File: src/rtl/uart_tx_ser.sv
`timescale 1ns/1ps
// uart_tx_ser: UART transmit serializer draining a fifo_buf read port.
// Pops one word whenever idle and the FIFO has data, then drives a frame of
// start bit, DATA_W data bits LSB-first, optional parity and STOP_BITS stop bits.
// The bit period is (baud_div_i + 1) clocks, latched at each pop.
//
// Ports:
//   clk_i       system clock
//   rst_n_i     asynchronous reset, active low
//   baud_div_i  bit period minus one, in clk_i cycles
//   data_i      word from FIFO rd_data_o
//   rdy_i       FIFO rd_rdy_o, data_i valid while high
//   rd_o        pop strobe to FIFO rd_i (combinational, IDLE only)
//   tx_o        serial line, idle high, registered
//   busy_o      frame in progress, registered
module uart_tx_ser #(
    parameter int unsigned DATA_W    = 8,
    parameter int unsigned DIV_W     = 16,
    parameter int unsigned PARITY    = 0,
    parameter int unsigned STOP_BITS = 1
) (
    input  logic              clk_i,
    input  logic              rst_n_i,
    input  logic [DIV_W-1:0]  baud_div_i,
    input  logic [DATA_W-1:0] data_i,
    input  logic              rdy_i,
    output logic              rd_o,
    output logic              tx_o,
    output logic              busy_o
);

    localparam int unsigned CNT_W = 4;
    localparam logic [CNT_W-1:0] LAST_DATA = CNT_W'(DATA_W - 1);
    localparam logic [CNT_W-1:0] LAST_STOP = CNT_W'(STOP_BITS - 1);

    typedef enum logic [2:0] {
        S_IDLE  = 3'd0,
        S_START = 3'd1,
        S_DATA  = 3'd2,
        S_PAR   = 3'd3,
        S_STOP  = 3'd4
    } state_e;

    state_e              state_q;
    logic [DATA_W-1:0]   shift_q;
    logic [DIV_W-1:0]    div_q;
    logic [DIV_W-1:0]    baud_cnt_q;
    logic [CNT_W-1:0]    bit_cnt_q;
    logic                parity_q;
    logic                tx_q;
    logic                busy_q;

    logic                baud_done_d;
    logic                parity_d;

    // End of the current bit period.
    assign baud_done_d = (baud_cnt_q == div_q);

    // Parity of the incoming word; even parity is the plain XOR.
    always_comb begin
        parity_d = ^data_i;
        if (PARITY == 1) begin
            parity_d = ~parity_d;
        end
    end

    // Pop strobe: only in IDLE, and held off while reset is asserted.
    assign rd_o   = rst_n_i && (state_q == S_IDLE) && rdy_i;
    assign tx_o   = tx_q;
    assign busy_o = busy_q;

    // Frame sequencer with registered line and busy outputs.
    always_ff @(posedge clk_i or negedge rst_n_i) begin
        if (!rst_n_i) begin
            state_q    <= S_IDLE;
            shift_q    <= '0;
            div_q      <= '0;
            baud_cnt_q <= '0;
            bit_cnt_q  <= '0;
            parity_q   <= 1'b0;
            tx_q       <= 1'b1;
            busy_q     <= 1'b0;
        end else begin
            // Baud counter free-runs 0..D while a frame is active.
            if (state_q != S_IDLE) begin
                if (baud_done_d) begin
                    baud_cnt_q <= '0;
                end else begin
                    baud_cnt_q <= baud_cnt_q + DIV_W'(1);
                end
            end

            case (state_q)
                S_IDLE: begin
                    if (rdy_i) begin
                        shift_q    <= data_i;
                        div_q      <= baud_div_i;
                        parity_q   <= parity_d;
                        baud_cnt_q <= '0;
                        bit_cnt_q  <= '0;
                        tx_q       <= 1'b0;
                        busy_q     <= 1'b1;
                        state_q    <= S_START;
                    end
                end

                S_START: begin
                    if (baud_done_d) begin
                        bit_cnt_q <= '0;
                        tx_q      <= shift_q[0];
                        state_q   <= S_DATA;
                    end
                end

                S_DATA: begin
                    if (baud_done_d) begin
                        shift_q <= shift_q >> 1;
                        if (bit_cnt_q == LAST_DATA) begin
                            bit_cnt_q <= '0;
                            if (PARITY != 0) begin
                                tx_q    <= parity_q;
                                state_q <= S_PAR;
                            end else begin
                                tx_q    <= 1'b1;
                                state_q <= S_STOP;
                            end
                        end else begin
                            bit_cnt_q <= bit_cnt_q + CNT_W'(1);
                            // Next bit is the one about to shift into position 0.
                            tx_q      <= shift_q[1];
                        end
                    end
                end

                S_PAR: begin
                    if (baud_done_d) begin
                        bit_cnt_q <= '0;
                        tx_q      <= 1'b1;
                        state_q   <= S_STOP;
                    end
                end

                S_STOP: begin
                    if (baud_done_d) begin
                        if (bit_cnt_q == LAST_STOP) begin
                            bit_cnt_q <= '0;
                            busy_q    <= 1'b0;
                            state_q   <= S_IDLE;
                        end else begin
                            bit_cnt_q <= bit_cnt_q + CNT_W'(1);
                        end
                    end
                end

                default: begin
                    tx_q    <= 1'b1;
                    busy_q  <= 1'b0;
                    state_q <= S_IDLE;
                end
            endcase
        end
    end

endmodule

File: config.mk
export PLATFORM = sky130hd
export DESIGN_NAME = uart_tx_ser
export DESIGN_NICKNAME = d
export VERILOG_FILES = /design/src/rtl/uart_tx_ser.sv
export SDC_FILE = /design/constraint.sdc
export NUM_CORES = 1
export LEC_CHECK = 0
export ABC_CLOCK_PERIOD_IN_PS = 2440
export CORE_MARGIN = 1.5
export CORE_UTILIZATION = 55
export DETAILED_ROUTE_END_ITERATION = 10
export GPL_TIMING_DRIVEN = 0
export PLACE_DENSITY = 0.78
export REMOVE_ABC_BUFFERS = 1
export SYNTH_ARGS = -nofsm -noshare
export SYNTH_HDL_FRONTEND = slang
export SYNTH_SLANG_ARGS = --single-unit
File: constraint.sdc
create_clock -name clk_i -period 2.44 [get_ports clk_i]
set_clock_uncertainty 0.05 [all_clocks]
set_input_delay 0.244 -clock clk_i [delete_from_list [all_inputs] [get_ports clk_i]]
set_output_delay 0.244 -clock clk_i [all_outputs]
set_load 0.02 [all_outputs]
Word-level counts from Yosys, hierarchy flattened
Cells that the tools add are included.

Register bits after elaboration: 49. Latch bits: 0. Bits in writable memories: 0. Memory bits (read-only): 0. Bits of input ports: 27. Output and inout bits: 3. Logic and storage cells: 72. Memories: 0.

Add/subtract/negate cells: 2. Multipliers: 0. Divide/modulo/power cells: 0. Magnitude comparators: 0. Equal/unequal tests: 14. Shift operators: 0. Mux-type cells: 32. Bitwise gates (word level): 2. Reduce and logical (&&, ||, !) cells: 15.

Operators with widths (count): $mux 16 (4); $mux 4 (6); $mux 3 (7); $add 16x1->16 const B (1); $eq 16x16->1 (1); $mux 8 (2); $pmux 4 s4 (1); $pmux 8 s2 (1); $pmux 3 s5 (1); $ne 2x2->1 const B (7); $reduce_and 5->1 (2); $mux 1 (8); $reduce_and 7->1 (1); $eq 3x2->1 const B (2); $pmux 1 s5 (1); $add 4x1->4 const B (1); $eq 4x3->1 const B (1); $logic_not 4->1 (1); $reduce_and 4->1 (1); $reduce_bool 4->1 (1); $eq 3x1->1 const B (1); $eq 3x3->1 const B (1); $logic_not 3->1 (1); $pmux 1 s3 (1); 9 further kinds (11).

Logic depth before layout (Yosys ltp)
Gate-level depths: netlist of the first run.

Depth in word-level cells: 5. Mapped depth: 8. Gate-level depth less buffers: 7.

Least setup slack after synthesis of the first run
OpenSTA, ideal clock, no wires.

Path kind: register to register. Start: reg baud_cnt_q[3]. End: reg bit_cnt_q[3]. Library setup time: 0.126 ns. Data arrival time: 1.710 ns. Data required time: 2.264 ns. Slack: 0.554 ns. Stages on the path, launching flop included: 8. Buffers on the path: 2. Clock period less this slack: 1.886 ns. Path through: dfrtp_1 buf_6 xor2_1 nor4_1 nand4_1 buf_2 o21a_1 a221o_1.

Word-level cells in the longest chain between the ends: 3. Elaborated cells between the ends (all ways): 5. Classes of those cells: eq/ne (4); reduce/logical (1).

RTL lines: from (decl) (line 47) `logic [DIV_W-1:0] baud_cnt_q;`; from (signal assigned) (line 89) `baud_cnt_q <= baud_cnt_q + DIV_W'(1);`; $eq 16x16->1 (*) (line 57) `assign baud_done_d = (baud_cnt_q == div_q);`; $ne 2x1->1 (no source line) / $ne 2x2->1 (equally long branches); $reduce_and 5->1 (no source line) (*); to (signal assigned) (line 128) `bit_cnt_q <= bit_cnt_q + CNT_W'(1);`; to (signal assigned) (line 150) `bit_cnt_q <= bit_cnt_q + CNT_W'(1);`; to (decl) (line 48) `logic [CNT_W-1:0] bit_cnt_q;`.

Every way passes the cells marked *; elsewhere a longest branch is shown, timed or not. A chain may end at the register's enable or synchronous reset.

Worst setup path after layout of the first run
Start: reg baud_cnt_q[2]. End: reg state_q[1].

Word-level cells in the longest chain between the ends: 3. Elaborated cells between the ends (all ways): 6. Classes of those cells: eq/ne (5); reduce/logical (1).

RTL lines: $eq 16x16->1 (*) (line 57); $ne 2x2->1 (no source line); $reduce_and 7->1 (no source line) (*); to (signal assigned) (line 75) `state_q <= S_IDLE;`; to (signal assigned) (line 103) `state_q <= S_START;`; to (signal assigned) (line 111) `state_q <= S_DATA;`; to (decl) (line 44) `state_e state_q;`.

Marks and branches as above.

==> flow_summary.json, run 1 <==
{
  "layout-drive-gt1-share_pct": 17.39,
  "synth_edf_count": 0,
  "pin_count": 30,
  "htree_num_levels": 2,
  "holdWs_ns": 0.4362,
  "synth.distinct_cells": 49,
  "reg2reg_slack_ns": 0.08,
  "postSynth.asyncResetShare_pct": 100.0,
  "period_share_pct": 96.92,
  "finalCriticalPeriod_ns": 2.365,
  "mappedNetlistArea_um2": 2610,
  "die_w_um": 71.89,
  "synth_top_cell_by_area": "dfrtp_1",
  "numPortBuffers": 29,
  "comb_power_share_pct": 24.3,
  "route.detailed.drc": 0,
  "cts_tree": "yes",
  "grt_max_degree": 37,
  "clkPwrFrac_pct": 24.4,
  "end_kind": "flip-flop",
  "gr-total-overflow": 0,
  "netlist_instances": 249,
  "ys_warn_count": 0,
  "reg2reg_depth": 7,
  "synth_top_cell_area_share_pct": 46.02,
  "path_max_fanout": 23,
  "cts_inserted_buffers": 5,
  "rsz0062_at_grt": "false",
  "antenna_found_initial": 0,
  "synthTopCellsByCount": "48 x dfrtp_1, 21 x a31oi_1, 17 x mux2_2, 16 x xor2_1, 14 x nand2_1",
  "fin_nets": 305,
  "crit_path_top_delay_cell": "dfrtp_1",
  "hold_class": "input port to asynchronous set/reset pin",
  "worst_skew_pair.late_latency_ns": 0.30,
  "slew-limit-headroom_pct": 52.17,
  "clockBufferDepth": 2,
  "routed_wl_mm": 5.408,
  "drt_iter0_markers": 137,
  "power_switching_mw": 0.7544,
  "viasPerCell": 6.274,
  "avgSynthCellArea_um2": 10.48,
  "cp_slowest_stage_delay_ns": 0.46,
  "cts_root_buf": "clkbuf_8",
  "rr_startpoint": "baud_cnt_q[2]",
  "required_ns": 2.62,
  "yosysMostFrequentCell": "dfrtp_1",
  "synth.area.top_cells": "dfrtp_1 46%, mux2_2 7.3%, xor2_1 5.4%",
  "num-fill-cells": 348,
  "synthFlopType": "dfrtp_1",
  "clock-sinks": 49,
  "die_area_um2": 5167,
  "path_cells": "xor2_1 -> nor4_2 -> nand4_1 -> buf_4 -> buf_8 -> or3b_1 -> a21oi_1",
  "sw_frac_of_total_pct": 31.07,
  "syn_to_final_growth_pct": 19.51,
  "tns_ns": 0,
  "slew_viol_final": 0,
  "grt_use_total_pct": 23.34,
  "seqPwrFrac_pct": 51.3,
  "ys_seq_area_share_pct": 47.03,
  "grt_pass1_wl_mm": 9.280,
  "vdd_drop_max_mv": 0.3842,
  "finalSetupViolCount": 0,
  "routabilityCongestion": 0.8064,
  "drt-pass1-iter-count": 4,
  "vias": 2058,
  "detailed_place_hpwl_mm": 3.620,
  "die_y_um": 71.89,
  "startpoint_type": "flip-flop",
  "diodes": 0,
  "fmax_ghz": 0.4228,
  "wl_per_cell_um": 16.49,
  "initial_utilization_pct": 58.33,
  "powerDensity_nw_per_um2": 778.3,
  "maxCapViolCount": 0,
  "reg2reg_to": "state_q[1]",
  "cp.arrival_ns": 2.54,
  "grt_pass1_vias": 1986,
  "status": "finished clean",
  "rows": 24,
  "internal_power_mw": 1.673,
  "antenna_left": 0,
  "hold_viol": 0,
  "path_class": "flip-flop to flip-flop",
  "clkSlewWorstSetupHoldPaths_ns": 0.08,
  "tightestPinTransition_ns": 0.7149,
  "utilization_pct": 69.71,
  "core-area_um2": 4474,
  "power.leakage_nw": 1.306,
  "synth_seq_cells": 49
}
worst max-delay path by stage:
stage                         startpoint  slack [ns]              to  cells after the start
after floorplan           baud_cnt_q[10]       -0.44    bit_cnt_q[3]                      5
after global placement     baud_cnt_q[2]       -1.27      shift_q[4]                      5
after detailed placement      state_q[2]       -0.26    bit_cnt_q[3]                      4
after CTS                        rst_n_i        0.13            rd_o                      5
after global routing       baud_cnt_q[0]      0.0004  baud_cnt_q[14]                      6
final                      baud_cnt_q[2]        0.08      state_q[1]                      7
power groups by stage:
| stage | combinational (mW) | clock (mW) | sequential [mW] |
|---|---|---|---|
| final | 0.590 | 0.593 | 1.24 |
| after global placement | 0.535 | 0 | 1.24 |
| after CTS | 0.569 | 0.612 | 1.24 |
| after global routing | 0.662 | 0.648 | 1.28 |
| after floorplan | 0.423 | 0 | 1.19 |
| after detailed placement | 0.559 | 0 | 1.25 |
state kept, by name, summed over array words and instances, names as in the netlist:
register,count
baud_cnt_q,16
bit_cnt_q,4
busy_o,1
div_q,16
shift_q,8
state_q,3
tx_o,1
routing by layer:
metal | GRT usage (%) | share of wire, % | vias up
met5 | 0 | 0 | -
met4 | 8.176 | 1.9 | 0
met3 | 4.923 | 3.0 | 8
met2 | 37.55 | 49 | 38
met1 | 31.54 | 46 | 1020
li1 | - | - | 992
logic make-up (layout without fill, tap and decap cells):
family | Yosys count | in the layout | share of synthesized area (%)
XOR/XNOR | 16 | 16 | 5.369
AO/OA/AOI/OAI | 66 | 66 | 19.13
multiplexers | 18 | 18 | 7.718
AND/OR/NAND/NOR | 70 | 70 | 14.86
buffers and inverters | 27 | 54 | 4.458
adder cells (fa/ha/maj) | 3 | 3 | 1.438
flip-flops | 49 | 49 | 47.03
repair_timing:
action,CTS,global route
gates resized for setup,4,3
buffers inserted,3,0
endpoints found under the hold margin,13,0
endpoints found under the setup margin,34,16
hold buffers,2,0
pin swaps,1,1
gates cloned,0,0
worst max-delay path, delay by kind of cell (launching register included):
kind / cells / cell delay [ns]
AOI/OAI and AO/OA: 1 / 0.14
DFF: 1 / 0.46
xor gates and xnor gates: 1 / 0.20
buffers and inverters: 2 / 0.38
and+or+nand+nor: 3 / 1.05
final cells by class:
cell class                 instances  area (um^2)  area share (%)
tap                               52        65.06           2.086
sequential                        49         1227           39.35
clock buffer                       7        86.33           2.768
timing repair buffer              37        377.9           12.11
inverter                           9        33.78           1.083
clock inverter                     1        30.03          0.9627
multi-input combinational        173         1299           41.64
metrics by stage:
stage / std cells / worst slack [ns] / power (mW) / instance area [um^2]
finish: 328 / 0.07504 / 2.428 / 3119
global route: 328 / 0.0003773 / 2.586 / 3119
CTS: 328 / 0.1308 / 2.422 / 3099
detailed placement: 315 / -0.2650 / 1.810 / 2928
global placement: 312 / -1.268 / 1.779 / 2883
floorplan: 231 / -0.4420 / 1.613 / 2527
layout by cell type (no fill, tap or decap), types with 3 or more instances in the layout:
cell / Yosys / final
nand4_1: 6 / 6
o221a_2: 7 / 7
o21ai_0: 3 / 3
nor4_1: 5 / 3
nor2_1: 6 / 5
clkbuf_8: 0 / 6
ha_1: 3 / 3
nand3b_1: 7 / 7
nand2b_1: 3 / 3
and2_1: 3 / 3
and3_1: 5 / 5
a21oi_1: 6 / 6
clkdlybuf4s50_1: 0 / 28
dfrtp_1: 48 / 48
buf_4: 0 / 3
nand2_1: 14 / 12
o22ai_1: 3 / 3
mux2_2: 17 / 17
a211o_1: 8 / 8
nand3_1: 12 / 12
a31oi_1: 21 / 21
inv_1: 9 / 9
xor2_1: 16 / 16
Note: power is estimated with default switching activity, not from simulation.
==> run 2: changes to the inputs <==
- PLACE_DENSITY: 0.78 -> 0.75
==> run 2 against run 1 <==
Setup slack gained 0.10 ns. Register-to-register slack gained 0.10 ns. Combinational power down 2%. Core utilization down 1.1 points. Clock power down 3%. Sequential power barely moved. Die area is the same. Critical endpoint is now shift_q[2].
==> flow_summary.json, run 2 (same netlist as run 1, synthesis figures left out) <==
{
  "status": "finished clean",
  "path_buf_inv": 2,
  "rr_startpoint": "baud_cnt_q[2]",
  "routed_wl_mm": 5.546,
  "die_w_um": 71.89,
  "cts_tree": "yes",
  "hold_viol": 0,
  "antenna_left": 0,
  "fmax_ghz": 0.4421,
  "dpl_cell_area_um2": 2924,
  "core-area_um2": 4474,
  "route.detailed.drc": 0,
  "slew-limit-headroom_pct": 49.68,
  "clockBufferDepth": 2,
  "numPortBuffers": 29,
  "path_max_fanout": 16,
  "post-place-ws_ns": -0.5105,
  "gr-total-overflow": 0,
  "layout-drive-gt1-share_pct": 16.06,
  "clock-sinks": 49,
  "finalSetupViolCount": 0,
  "syn_to_final_growth_pct": 17.69,
  "crit_family": "simple AND/OR/NAND/NOR gates",
  "worst_skew_pair.late_latency_ns": 0.31,
  "die_area_um2": 5167,
  "reg2reg_to": "shift_q[2]",
  "htree_num_levels": 2,
  "period_share_pct": 92.71,
  "maxCapViolCount": 0,
  "slew_viol_final": 0,
  "grt_use_total_pct": 24.15,
  "power.leakage_nw": 1.291,
  "reg_top3": "baud_cnt_q (16), div_q (16), shift_q (8)",
  "instances_no_fill": 326,
  "startpoint_type": "flip-flop",
  "vias": 2119,
  "drt_iter0_markers": 175,
  "setup_ws_ns": 0.1779,
  "powerDensity_nw_per_um2": 779.0,
  "fin_nets": 303,
  "grt_pass1_vias": 2066,
  "fin_area_um2": 3072,
  "finalCriticalPeriod_ns": 2.262,
  "crit_path_top_delay_cell": "dfrtp_1",
  "post-place-cells": 315,
  "rsz0062_at_grt": "false",
  "clkSlewWorstSetupHoldPaths_ns": 0.09,
  "grt_pass1_wl_mm": 9.680,
  "end_kind": "flip-flop",
  "pin_count": 30,
  "tightestPinTransition_ns": 0.7524,
  "path_cells": "xor2_1 -> nor4_1 -> nand4_1 -> buf_6 -> buf_8 -> o21ai_2 -> o221a_2",
  "grt_max_degree": 34,
  "final_cell_mix": "48 x dfrtp_1, 28 x clkdlybuf4s50_1, 21 x a31oi_1, 17 x mux2_2, 16 x xor2_1",
  "cts_inserted_buffers": 5,
  "initial_utilization_pct": 58.33,
  "reg2reg_slack_ns": 0.18,
  "viasPerCell": 6.500,
  "path_class": "flip-flop to flip-flop",
  "detailed_place_hpwl_mm": 3.744,
  "wl_per_cell_um": 17.01,
  "timing.critical_path.depth": 7,
  "antenna_found_initial": 0,
  "vdd_drop_max_mv": 0.3961,
  "required_ns": 2.64,
  "final_common_cell": "dfrtp_1",
  "die_y_um": 71.89,
  "diodes": 0,
  "drt-pass1-iter-count": 4,
  "hold_class": "input port to asynchronous set/reset pin",
  "cp_slowest_stage_delay_ns": 0.45,
  "cts_root_buf": "clkbuf_8",
  "rows": 24,
  "routabilityCongestion": 0.8129,
  "cp.arrival_ns": 2.46,
  "reg2reg_depth": 7
}
==> run 2: area by class of cell <==
cell class | instances | area (um^2)
Multi-Input combinational cell | 173 | 1279
Fill cell | 347 | 1403
Tap cell | 52 | 65.06
Clock inverter | 2 | 35.03
Inverter | 9 | 33.78
Clock buffer | 6 | 72.57
Timing Repair Buffer | 35 | 359.1
Sequential cell | 49 | 1227
==> run 2: how the worst max path moves through the flow <==
stage / start / end / slack [ns]
final: baud_cnt_q[2] / shift_q[2] / 0.18
after global routing: baud_cnt_q[0] / baud_cnt_q[14] / 0.02
after CTS: state_q[2] / rd_o / 0.004
after detailed placement: baud_cnt_q[2] / shift_q[2] / -0.51
after global placement: baud_cnt_q[2] / shift_q[4] / -1.36
after floorplan: baud_cnt_q[10] / bit_cnt_q[3] / -0.44
==> run 2: timing repair <==
item / 4_1_cts / 5_1_grt
endpoints found under the setup margin: 43 / 12
hold buffers: 2 / 0
resized for setup: 3 / 1
endpoints found under the hold margin: 17 / 0
buffers inserted: 1 / 0
pin swaps: 1 / 0
==> run 2: metrics by stage <==
stage	setup TNS, ns	total power, mW	utilization (%)	hold slack (ns)
after floorplan	-7.668	1.613	-	-0.1016
after global placement	-57.04	1.784	64.43	0.4619
after detailed placement	-10.16	1.824	65.35	0.1541
after CTS	0	2.404	68.54	0.3980
after global routing	0	2.543	68.65	0.4301
final	0	2.393	68.65	0.4024
==> run 2: report_power, final <==
| group | total [mW] | internal, mW | switching, mW |
|---|---|---|---|
| clock network | 0.577 | 0.304 | 0.272 |
| logic | 0.579 | 0.319 | 0.260 |
| registers | 1.24 | 1.01 | 0.223 |
==> run 2: layer usage <==
metal	GRT usage, %	vias to the layer above	share of wire (%)
met5	0	-	0
met4	9.015	0	2.3
met3	5.767	13	5.6
met2	38.68	66	49
met1	32.07	1053	43
li1	-	987	-
==> run 2: worst register-to-register path: stages, from the launching register on <==
cell and delay [ns]:
dfrtp_1 0.45, xor2_1 0.18, nor4_1 0.39, nand4_1 0.21, buf_6 0.20, buf_8 0.16, o21ai_2 0.30, o221a_2 0.26
